--- config.mk ---
export PLATFORM = sky130hd
export DESIGN_NAME = alu_writeback_queue
export DESIGN_NICKNAME = d
export VERILOG_FILES = /design/src/rtl/alu_pkg.sv /design/src/rtl/sync_fifo.sv /design/src/rtl/alu_writeback_queue.sv
export SDC_FILE = /design/constraint.sdc
export NUM_CORES = 1
export LEC_CHECK = 0
export BUFFER_PORTS_ARGS = -buffer_cell sky130_fd_sc_hd__buf_2
export CORE_MARGIN = 3
export CORE_UTILIZATION = 40
export DETAILED_ROUTE_END_ITERATION = 8
export MAX_ROUTING_LAYER = met4
export PLACE_DENSITY_LB_ADDON = 0.1
export SLEW_MARGIN = 20
export SYNTH_ARGS = -nofsm -noshare
export SYNTH_HDL_FRONTEND = slang
export SYNTH_HIERARCHICAL = 1
export SYNTH_SLANG_ARGS = --single-unit
export TNS_END_PERCENT = 5
--- constraint.sdc ---
create_clock -name Clock -period 10.1 [get_ports Clock]
set_input_delay 2.02 -clock Clock [delete_from_list [all_inputs] [get_ports Clock]]
set_output_delay 2.02 -clock Clock [all_outputs]
set_load 0.02 [all_outputs]
--- src/rtl/alu_pkg.sv ---
`default_nettype none
// ============================================================================
//  Module      : alu_pkg
//  Description : ALU opcodes, write-back target encoding and drain helpers
//  Revision    : 1.0 - initial release
// ============================================================================
package alu_pkg;

    localparam logic [4:0] OP_ADD  = 5'b00011;
    localparam logic [4:0] OP_SUB  = 5'b00100;
    localparam logic [4:0] OP_AND  = 5'b00101;
    localparam logic [4:0] OP_OR   = 5'b00110;
    localparam logic [4:0] OP_SHR  = 5'b00111;
    localparam logic [4:0] OP_SHRA = 5'b01000;
    localparam logic [4:0] OP_SHL  = 5'b01001;
    localparam logic [4:0] OP_ROR  = 5'b01010;
    localparam logic [4:0] OP_ROL  = 5'b01011;
    localparam logic [4:0] OP_MUL  = 5'b01111;
    localparam logic [4:0] OP_DIV  = 5'b10000;
    localparam logic [4:0] OP_NEG  = 5'b10001;
    localparam logic [4:0] OP_NOT  = 5'b10010;

    localparam logic [1:0] TGT_GPR = 2'b00;
    localparam logic [1:0] TGT_LO  = 2'b01;
    localparam logic [1:0] TGT_HI  = 2'b10;

    typedef enum logic [1:0] {
        ST_IDLE   = 2'd0,
        ST_SINGLE = 2'd1,
        ST_LO     = 2'd2,
        ST_HI     = 2'd3
    } drain_state_t;

    typedef enum logic [1:0] {
        CLS_DROP   = 2'd0,
        CLS_SINGLE = 2'd1,
        CLS_DOUBLE = 2'd2
    } op_class_t;

    function automatic op_class_t classify_op(input logic [4:0] op);
        op_class_t cls;
        cls = CLS_DROP;
        case (op)
            OP_ADD, OP_SUB, OP_AND, OP_OR, OP_SHR, OP_SHRA, OP_SHL,
            OP_ROR, OP_ROL, OP_NEG, OP_NOT: cls = CLS_SINGLE;
            OP_MUL, OP_DIV:                 cls = CLS_DOUBLE;
            default:                        cls = CLS_DROP;
        endcase
        return cls;
    endfunction

    // State the drain machine enters when an entry becomes the head
    function automatic drain_state_t head_state(input logic two_beat);
        return two_beat ? ST_LO : ST_SINGLE;
    endfunction

endpackage
`default_nettype wire

--- src/rtl/sync_fifo.sv ---
`default_nettype none
// ============================================================================
//  Module      : sync_fifo
//  Description : Power-of-two FIFO with head and next-after-head peek ports
//  Revision    : 1.0 - initial release
// ============================================================================
module sync_fifo #(
    parameter int WIDTH = 8,
    parameter int DEPTH = 4
) (
    input  logic                     clk,
    input  logic                     rst_n,
    input  logic                     i_push,
    input  logic                     i_pop,
    input  logic [WIDTH-1:0]         i_wdata,
    output logic [WIDTH-1:0]         o_head,
    output logic [WIDTH-1:0]         o_next,
    output logic [$clog2(DEPTH):0]   o_count,
    output logic                     o_full
);
    localparam int                   c_ptr_w   = $clog2(DEPTH);
    localparam int                   c_cnt_w   = c_ptr_w + 1;
    localparam logic [c_cnt_w-1:0]   c_depth   = c_cnt_w'(DEPTH);
    localparam logic [c_cnt_w-1:0]   c_cnt_one = c_cnt_w'(1);
    localparam logic [c_ptr_w-1:0]   c_ptr_one = c_ptr_w'(1);

    logic [WIDTH-1:0]   r_mem [DEPTH];
    logic [c_ptr_w-1:0] r_wr_ptr;
    logic [c_ptr_w-1:0] r_rd_ptr;
    logic [c_cnt_w-1:0] r_count;
    logic [c_ptr_w-1:0] w_rd_ptr_nxt;

    assign w_rd_ptr_nxt = r_rd_ptr + c_ptr_one;

    // Storage carries no reset; validity is tracked by the pointers and count
    always_ff @(posedge clk) begin
        if (i_push) begin
            r_mem[r_wr_ptr] <= i_wdata;
        end
    end

    always_ff @(posedge clk or negedge rst_n) begin
        if (!rst_n) begin
            r_wr_ptr <= '0;
            r_rd_ptr <= '0;
            r_count  <= '0;
        end else begin
            if (i_push) begin
                r_wr_ptr <= r_wr_ptr + c_ptr_one;
            end
            if (i_pop) begin
                r_rd_ptr <= w_rd_ptr_nxt;
            end
            case ({i_push, i_pop})
                2'b10:   r_count <= r_count + c_cnt_one;
                2'b01:   r_count <= r_count - c_cnt_one;
                default: r_count <= r_count;
            endcase
        end
    end

    assign o_head  = r_mem[r_rd_ptr];
    assign o_next  = r_mem[w_rd_ptr_nxt];
    assign o_count = r_count;
    assign o_full  = (r_count == c_depth);

endmodule
`default_nettype wire

--- src/rtl/alu_writeback_queue.sv ---
`default_nettype none
// ============================================================================
//  Module      : alu_writeback_queue
//  Description : Queues ALU results and drains them as GPR or LO/HI write beats
//  Revision    : 1.0 - initial release
// ============================================================================
module alu_writeback_queue
    import alu_pkg::*;
#(
    parameter int DEPTH      = 4,
    parameter int REG_ADDR_W = 4
) (
    input  logic                     Clock,
    input  logic                     Clear,
    input  logic                     in_valid,
    output logic                     in_ready,
    input  logic [4:0]               in_Control,
    input  logic [REG_ADDR_W-1:0]    in_dest,
    input  logic [63:0]              in_result,
    output logic                     wb_valid,
    input  logic                     wb_ready,
    output logic [1:0]               wb_target,
    output logic [REG_ADDR_W-1:0]    wb_addr,
    output logic [31:0]              wb_data,
    output logic [$clog2(DEPTH):0]   count
);
    localparam int                 c_cnt_w   = $clog2(DEPTH) + 1;
    localparam int                 c_entry_w = 1 + REG_ADDR_W + 64;
    localparam logic [c_cnt_w-1:0] c_cnt_one = c_cnt_w'(1);

    op_class_t              w_class;
    logic                   w_push;
    logic                   w_pop;
    logic                   w_hs;
    logic                   w_full;
    logic [c_entry_w-1:0]   w_in_entry;
    logic [c_entry_w-1:0]   w_head;
    logic [c_entry_w-1:0]   w_next;
    logic [REG_ADDR_W-1:0]  w_head_dest;
    logic [63:0]            w_head_res;
    logic                   w_next_two;
    logic                   w_in_two;
    logic                   w_unused_bits;
    logic                   r_active;
    drain_state_t           r_state;
    drain_state_t           w_state_nxt;

    assign w_class    = classify_op(in_Control);
    assign w_in_two   = (w_class == CLS_DOUBLE);
    assign w_push     = in_valid && in_ready && (w_class != CLS_DROP);
    assign w_in_entry = {w_in_two, in_dest, in_result};

    // Ready opens on the first clock edge after reset release
    always_ff @(posedge Clock or negedge Clear) begin
        if (!Clear) begin
            r_active <= 1'b0;
        end else begin
            r_active <= 1'b1;
        end
    end

    assign in_ready = r_active && !w_full;

    sync_fifo #(
        .WIDTH (c_entry_w),
        .DEPTH (DEPTH)
    ) u_fifo (
        .clk     (Clock),
        .rst_n   (Clear),
        .i_push  (w_push),
        .i_pop   (w_pop),
        .i_wdata (w_in_entry),
        .o_head  (w_head),
        .o_next  (w_next),
        .o_count (count),
        .o_full  (w_full)
    );

    assign w_head_dest   = w_head[64 +: REG_ADDR_W];
    assign w_head_res    = w_head[63:0];
    assign w_next_two    = w_next[c_entry_w-1];
    assign w_unused_bits = ^{w_head[c_entry_w-1], w_next[c_entry_w-2:0]};

    assign wb_valid = (r_state != ST_IDLE);
    assign w_hs     = wb_valid && wb_ready;
    assign w_pop    = w_hs && ((r_state == ST_SINGLE) || (r_state == ST_HI));

    always_ff @(posedge Clock or negedge Clear) begin
        if (!Clear) begin
            r_state <= ST_IDLE;
        end else begin
            r_state <= w_state_nxt;
        end
    end

    // After a pop the new head is the next stored entry, or the entry
    // written on this same edge when the queue would otherwise run dry.
    always_comb begin
        w_state_nxt = r_state;
        case (r_state)
            ST_IDLE: begin
                if (w_push) begin
                    w_state_nxt = head_state(w_in_two);
                end
            end
            ST_LO: begin
                if (w_hs) begin
                    w_state_nxt = ST_HI;
                end
            end
            ST_SINGLE, ST_HI: begin
                if (w_pop) begin
                    if (count > c_cnt_one) begin
                        w_state_nxt = head_state(w_next_two);
                    end else if (w_push) begin
                        w_state_nxt = head_state(w_in_two);
                    end else begin
                        w_state_nxt = ST_IDLE;
                    end
                end
            end
            default: w_state_nxt = ST_IDLE;
        endcase
    end

    always_comb begin
        wb_target = TGT_GPR;
        wb_addr   = '0;
        wb_data   = '0;
        case (r_state)
            ST_SINGLE: begin
                wb_target = TGT_GPR;
                wb_addr   = w_head_dest;
                wb_data   = w_head_res[31:0];
            end
            ST_LO: begin
                wb_target = TGT_LO;
                wb_data   = w_head_res[31:0];
            end
            ST_HI: begin
                wb_target = TGT_HI;
                wb_data   = w_head_res[63:32];
            end
            default: begin
                wb_target = TGT_GPR;
            end
        endcase
    end

endmodule
`default_nettype wire
Word level (Yosys, flattened, before mapping)
Memories as Yosys holds them, arrays and structs flattened.
Index checks and enable logic that the tools add are counted.
Word-level totals
  output and inout port bits: 43
  input port bits: 77
  memory bits (read-only): 64
  memories: 2
  flip-flop bits (word level): 10
  word-level logic and storage cells: 50
  bits in writable memories: 276
Cells by class
  equal/unequal tests: 10
  $add $sub $neg: 4
  $lt $le $gt $ge: 1
  reduce and logical (&&, ||, !) cells: 14
  mux-type cells: 14
Memory list
  u_fifo.r_mem: depth 4, bits a word 69, read ports 2, clocked after Yosys merged registers in 0, write ports 1, RTL line sync_fifo.sv:27  | logic [WIDTH-1:0] r_mem [DEPTH];
  (no name shown): depth 32, bits a word 2, read ports 1, clocked after Yosys merged registers in 0, write ports 0, RTL line alu_pkg.sv:43  | case (op)
Operators by type and width (number)
  one-hot mux 32 bit (2 select lines): 1
  two-way mux 2 bit: 7
  equality test 2 bit (second input constant): 4
  one-hot mux 2 bit (3 select lines): 1
  one-hot mux 3 bit (2 select lines): 1
  nonzero test 2 bit: 3
  logical AND 1 bit: 5
  adder 2 x 1 -> 2 bit (second input constant): 2
  equality test 2 x 1 -> 1 bit (second input constant): 2
  two-way mux 4 bit: 1
  inequality test 2 x 1 -> 1 bit (second input constant): 2
  one-hot mux 2 bit (2 select lines): 1
  OR reduction 2 bit: 2
  adder 3 x 1 -> 3 bit (second input constant): 1
  equality test 3 bit (second input constant): 1
  greater-than comparator 3 x 1 -> 1 bit (second input constant): 1
  AND reduction 3 bit: 1
  subtractor 3 x 1 -> 3 bit (second input constant): 1
  zero test 2 bit: 1
  two-way mux 1 bit: 2
  inequality test 2 bit (second input constant): 1
  zero test 1 bit: 1
  logical OR 1 bit: 1

Depth between registers and ports, before layout
  depth after elaboration: 9
  gate-level depth with buffers: 13
  gate-level depth less buffers: 13

Modules after synthesis
The synthesis kept the hierarchy.
Modules (own cells, without submodules)
  sync_fifo: sequential area each 8463.1 µm², times used 1, area each 12027.8 µm², cells each 481
  alu_writeback_queue: sequential area each 75.1 µm², times used 1, area each 865.8 µm², cells each 133

Worst setup path after synthesis
No wires, ideal clock.
  path kind: input to register
  start point: in in_Control[0]
  end point: mem u_fifo/r_mem[3][0] in the netlist's numbering (enable)
  buffers on the path: 0
  stages on the path: 7
  data required time: 9.665 ns
  setup time: 0.435 ns
  arrival time: 4.701 ns
  path slack: 4.965 ns
  path through: inv_1 > ha_1 > nor2_1 > o31ai_1 > nand2_1 > nor2_1 > and2_1
On the way
  word-level cells in the longest chain between the ends: 5
Ends and longest elaborated chain
  from (decl): RTL line alu_writeback_queue.sv:17  | input logic [4:0] in_Control,
  memory (32 x 2 bit)
  nonzero test 2 bit: RTL line alu_writeback_queue.sv:50  | assign w_push = in_valid && in_ready && (w_class != CLS_DROP);
  logical AND 1 bit: RTL line alu_writeback_queue.sv:50
  net w_push: RTL line alu_writeback_queue.sv:32  | logic w_push;
  two-way mux 1 bit: RTL line sync_fifo.sv:37  | if (i_push) begin
  two-way mux 1 bit (implied by the code): RTL line sync_fifo.sv:38  | r_mem[r_wr_ptr] <= i_wdata;
  to (decl): RTL line sync_fifo.sv:27
The timed path passes the listed nets, and every way through them passes these cells.

Worst setup path in the final report
  start point: reg u_fifo.r_rd_ptr[1]
  end point: out wb_data[14]
On the way
  word-level cells in the longest chain between the ends: 2
Ends and longest elaborated chain
  from (decl): RTL line sync_fifo.sv:29  | logic [c_ptr_w-1:0] r_rd_ptr;
  from (signal assigned): RTL line sync_fifo.sv:52  | r_rd_ptr <= w_rd_ptr_nxt;
  memory (4 x 69 bit)
  net w_head[14]: RTL line alu_writeback_queue.sv:37  | logic [c_entry_w-1:0] w_head;
  one-hot mux 32 bit (2 select lines): RTL line alu_writeback_queue.sv:130  | case (r_state)
  to (decl): RTL line alu_writeback_queue.sv:24  | output logic [31:0] wb_data,
The timed path passes the listed nets, and every way through them passes these cells.

==> flow_metrics.env <==
export IMPL_grt_max_degree=72
export IMPL_p_per_area_nw_per_um2=276
export IMPL_slew_violations=0
export IMPL_grt_pass1_vias=6092
export IMPL_syn_inst=534
export IMPL_drt_iter0_drc=346
export IMPL_yosysWarningCount=6
export IMPL_hold_viol_final=0
export IMPL_start_kind="register"
export IMPL_p_total_w=0.00363
export IMPL_syn_cell_area_um2=11200
export IMPL_clockPowerShare_pct=28.5
export IMPL_finalCritPeriodShare_pct=52.7
export IMPL_numCtsBuffers=31
export IMPL_worstMarginPinSlew_ps=1060
export IMPL_dp_cells=998
export IMPL_cp_data_required_time_ps=8080
export IMPL_die_h_um=174
export IMPL_cts_hold_fix_buffers=0
export IMPL_fmax_ghz=0.188
export IMPL_dp_hpwl_um=12600
export IMPL_fin_cells=1062
export IMPL_drt_wirelength_per_cell_um=21.4
export IMPL_finalNetCount=750
export IMPL_area_growth_pct=16.9
export IMPL_num_vias=5512
export IMPL_postCtsSetupBuffers=0
export IMPL_htree_levels=1
export IMPL_core_um2=27300
export IMPL_rsz0062_at_grt="false"
export IMPL_n_fill_cell=2363
export IMPL_critPathArrivalTime_ps=3310
export IMPL_die_area_um2=30200
export IMPL_cts_sinks=286
export IMPL_postSynthAreaPerCell_um2=21.1
export IMPL_pin_count=120
export IMPL_internal_power_w=0.00247
export IMPL_wirelength_um=22700
export IMPL_tritoncts="yes"
export IMPL_ir_worst_vdd_mv=0.202
export IMPL_path_clk_slew_ps=60
export IMPL_seqPwrFrac_pct=40.8
export IMPL_leakage_nw=4.49
export IMPL_slew_headroom_pct=29.3
export IMPL_switching_power_w=0.00116
export IMPL_end_kind="output pin"
export IMPL_port_buffers=119
export IMPL_antenna_found_initial=5
export IMPL_grt_pass1_wl_um=35900
export IMPL_fin_skew_ps=15.5
export IMPL_power_frac_comb_pct=30.7
export IMPL_insertion_delay_ps=550
export IMPL_worstSetupPathType="reg -> out"
export IMPL_fp_row_count=60
export IMPL_start_util_pct=41.2
export IMPL_cp_max_fo=39
export IMPL_fin_setup_tns_ps=0
export IMPL_fin_util_pct=48.1
export IMPL_fin_crit_ps=5330
export IMPL_max_cap_violations=0
export IMPL_grt_total_usage_pct=15.6
export IMPL_setup_violations=0
export IMPL_drive_gt1_share_pct=35.5
export IMPL_viasPerCell=5.19
export IMPL_clock_path_buffers=3
export IMPL_cts_resized_gates=0
export IMPL_drt_pass1_iterations=4
export IMPL_drc_errors=0
export IMPL_die_w_um=174
export IMPL_status="complete, no violations"
export IMPL_hold_slack_ps=533
export IMPL_gp_congestion=0.750
export IMPL_hold_class="reg -> reg"
export IMPL_gr_total_overflow=0
export IMPL_syn_nets=624
export IMPL_swShare_pct=32.0
export IMPL_ant_nets=0
export IMPL_root_buffer="clkbuf_16"
-- placed cells by master (no fill, tap or decap), types with 2 or more instances in the layout --
master / n
edfxtp_1: 276
buf_2: 119
mux4_2: 69
nor2_1: 40
a22oi_1: 32
clkbuf_16: 31
clkinv_1: 13
inv_1: 11
ha_1: 10
clkbuf_1: 9
dfrtp_1: 8
diode_2: 5
nand2_1: 5
buf_4: 5
and2_1: 4
and2_4: 4
xor2_1: 4
a31oi_1: 3
o31ai_1: 3
clkinv_2: 3
nand3b_1: 2
nor3b_1: 2
nor2b_1: 2
nor3_2: 2
a21oi_1: 2
nor3_1: 2
o21ai_0: 2
ha_2: 2
bufinv_16: 2
xnor2_1: 2
dfrtp_4: 2
-- per-stage QoR --
stage	cell area, um2	worst slack [ps]
detailed placement	12200	5110
CTS	13100	4630
global route	13100	4430
floorplan	11200	4960
global placement	12200	5170
finish	13100	4770
-- cell type report --
class / count / area (um2) / share of cell area, %
Sequential cell: 286 / 8550 / 65.0
Multi-Input combinational cell: 204 / 2480 / 18.9
Clock buffer: 40 / 810 / 6.16
Timing Repair Buffer: 125 / 653 / 4.97
Tap cell: 372 / 465 / 3.54
Clock inverter: 18 / 129 / 0.980
Inverter: 12 / 45.0 / 0.343
Antenna cell: 5 / 12.5 / 0.0952
-- layer usage --
metal | wire length (um) | share of wire, % | track usage, %
met1 | 10100 | 45 | 20.3
met2 | 10800 | 48 | 25.5
met3 | 1250 | 5.5 | 3.64
met4 | 519 | 2.3 | 3.42
met5 | 0 | 0 | -
-- power groups by stage --
| stage | logic, W | clock network [W] | registers, W |
|---|---|---|---|
| 2_1_floorplan | 0.000878 | 0 | 0.00143 |
| 3_3_place_gp | 0.00109 | 0 | 0.00154 |
| 3_5_place_dp | 0.00110 | 0 | 0.00154 |
| 4_1_cts | 0.00110 | 0.00107 | 0.00152 |
| 5_1_grt | 0.00122 | 0.00112 | 0.00150 |
| 6_report | 0.00111 | 0.00103 | 0.00148 |
-- worst max-delay path, cell delays in order (launching register included) --
cell and delay (ps):
dfrtp_4 880, buf_4 760, mux4_2 630, a22oi_1 170, nor2_1 90, buf_2 210
-- sequential cells by signal, summed over array words and instances (netlist names), named ones only --
name             flops
r_state              1
u_fifo/r_rd_ptr      2
r_active             1
u_fifo/o_count       3
u_fifo/r_mem       276
u_fifo/r_wr_ptr      2
-- path summary, 6_finish.rpt --
path	startpoint	endpoint	slack, ps	cells after the start
min in group asynchronous	Clear	r_active	1330	1
setup reg to reg	r_state[0]	u_fifo/o_count[2]	6780	9
hold reg to reg	u_fifo/r_wr_ptr[0]	u_fifo/r_wr_ptr[0]	530	1
hold / removal	u_fifo/r_wr_ptr[0]	u_fifo/r_wr_ptr[0]	530	1
setup / recovery	u_fifo/r_rd_ptr[1]	wb_data[14]	4770	5
max in group asynchronous	Clear	u_fifo/r_rd_ptr[1]	8550	1
Power figures use the tool's default switching activity.
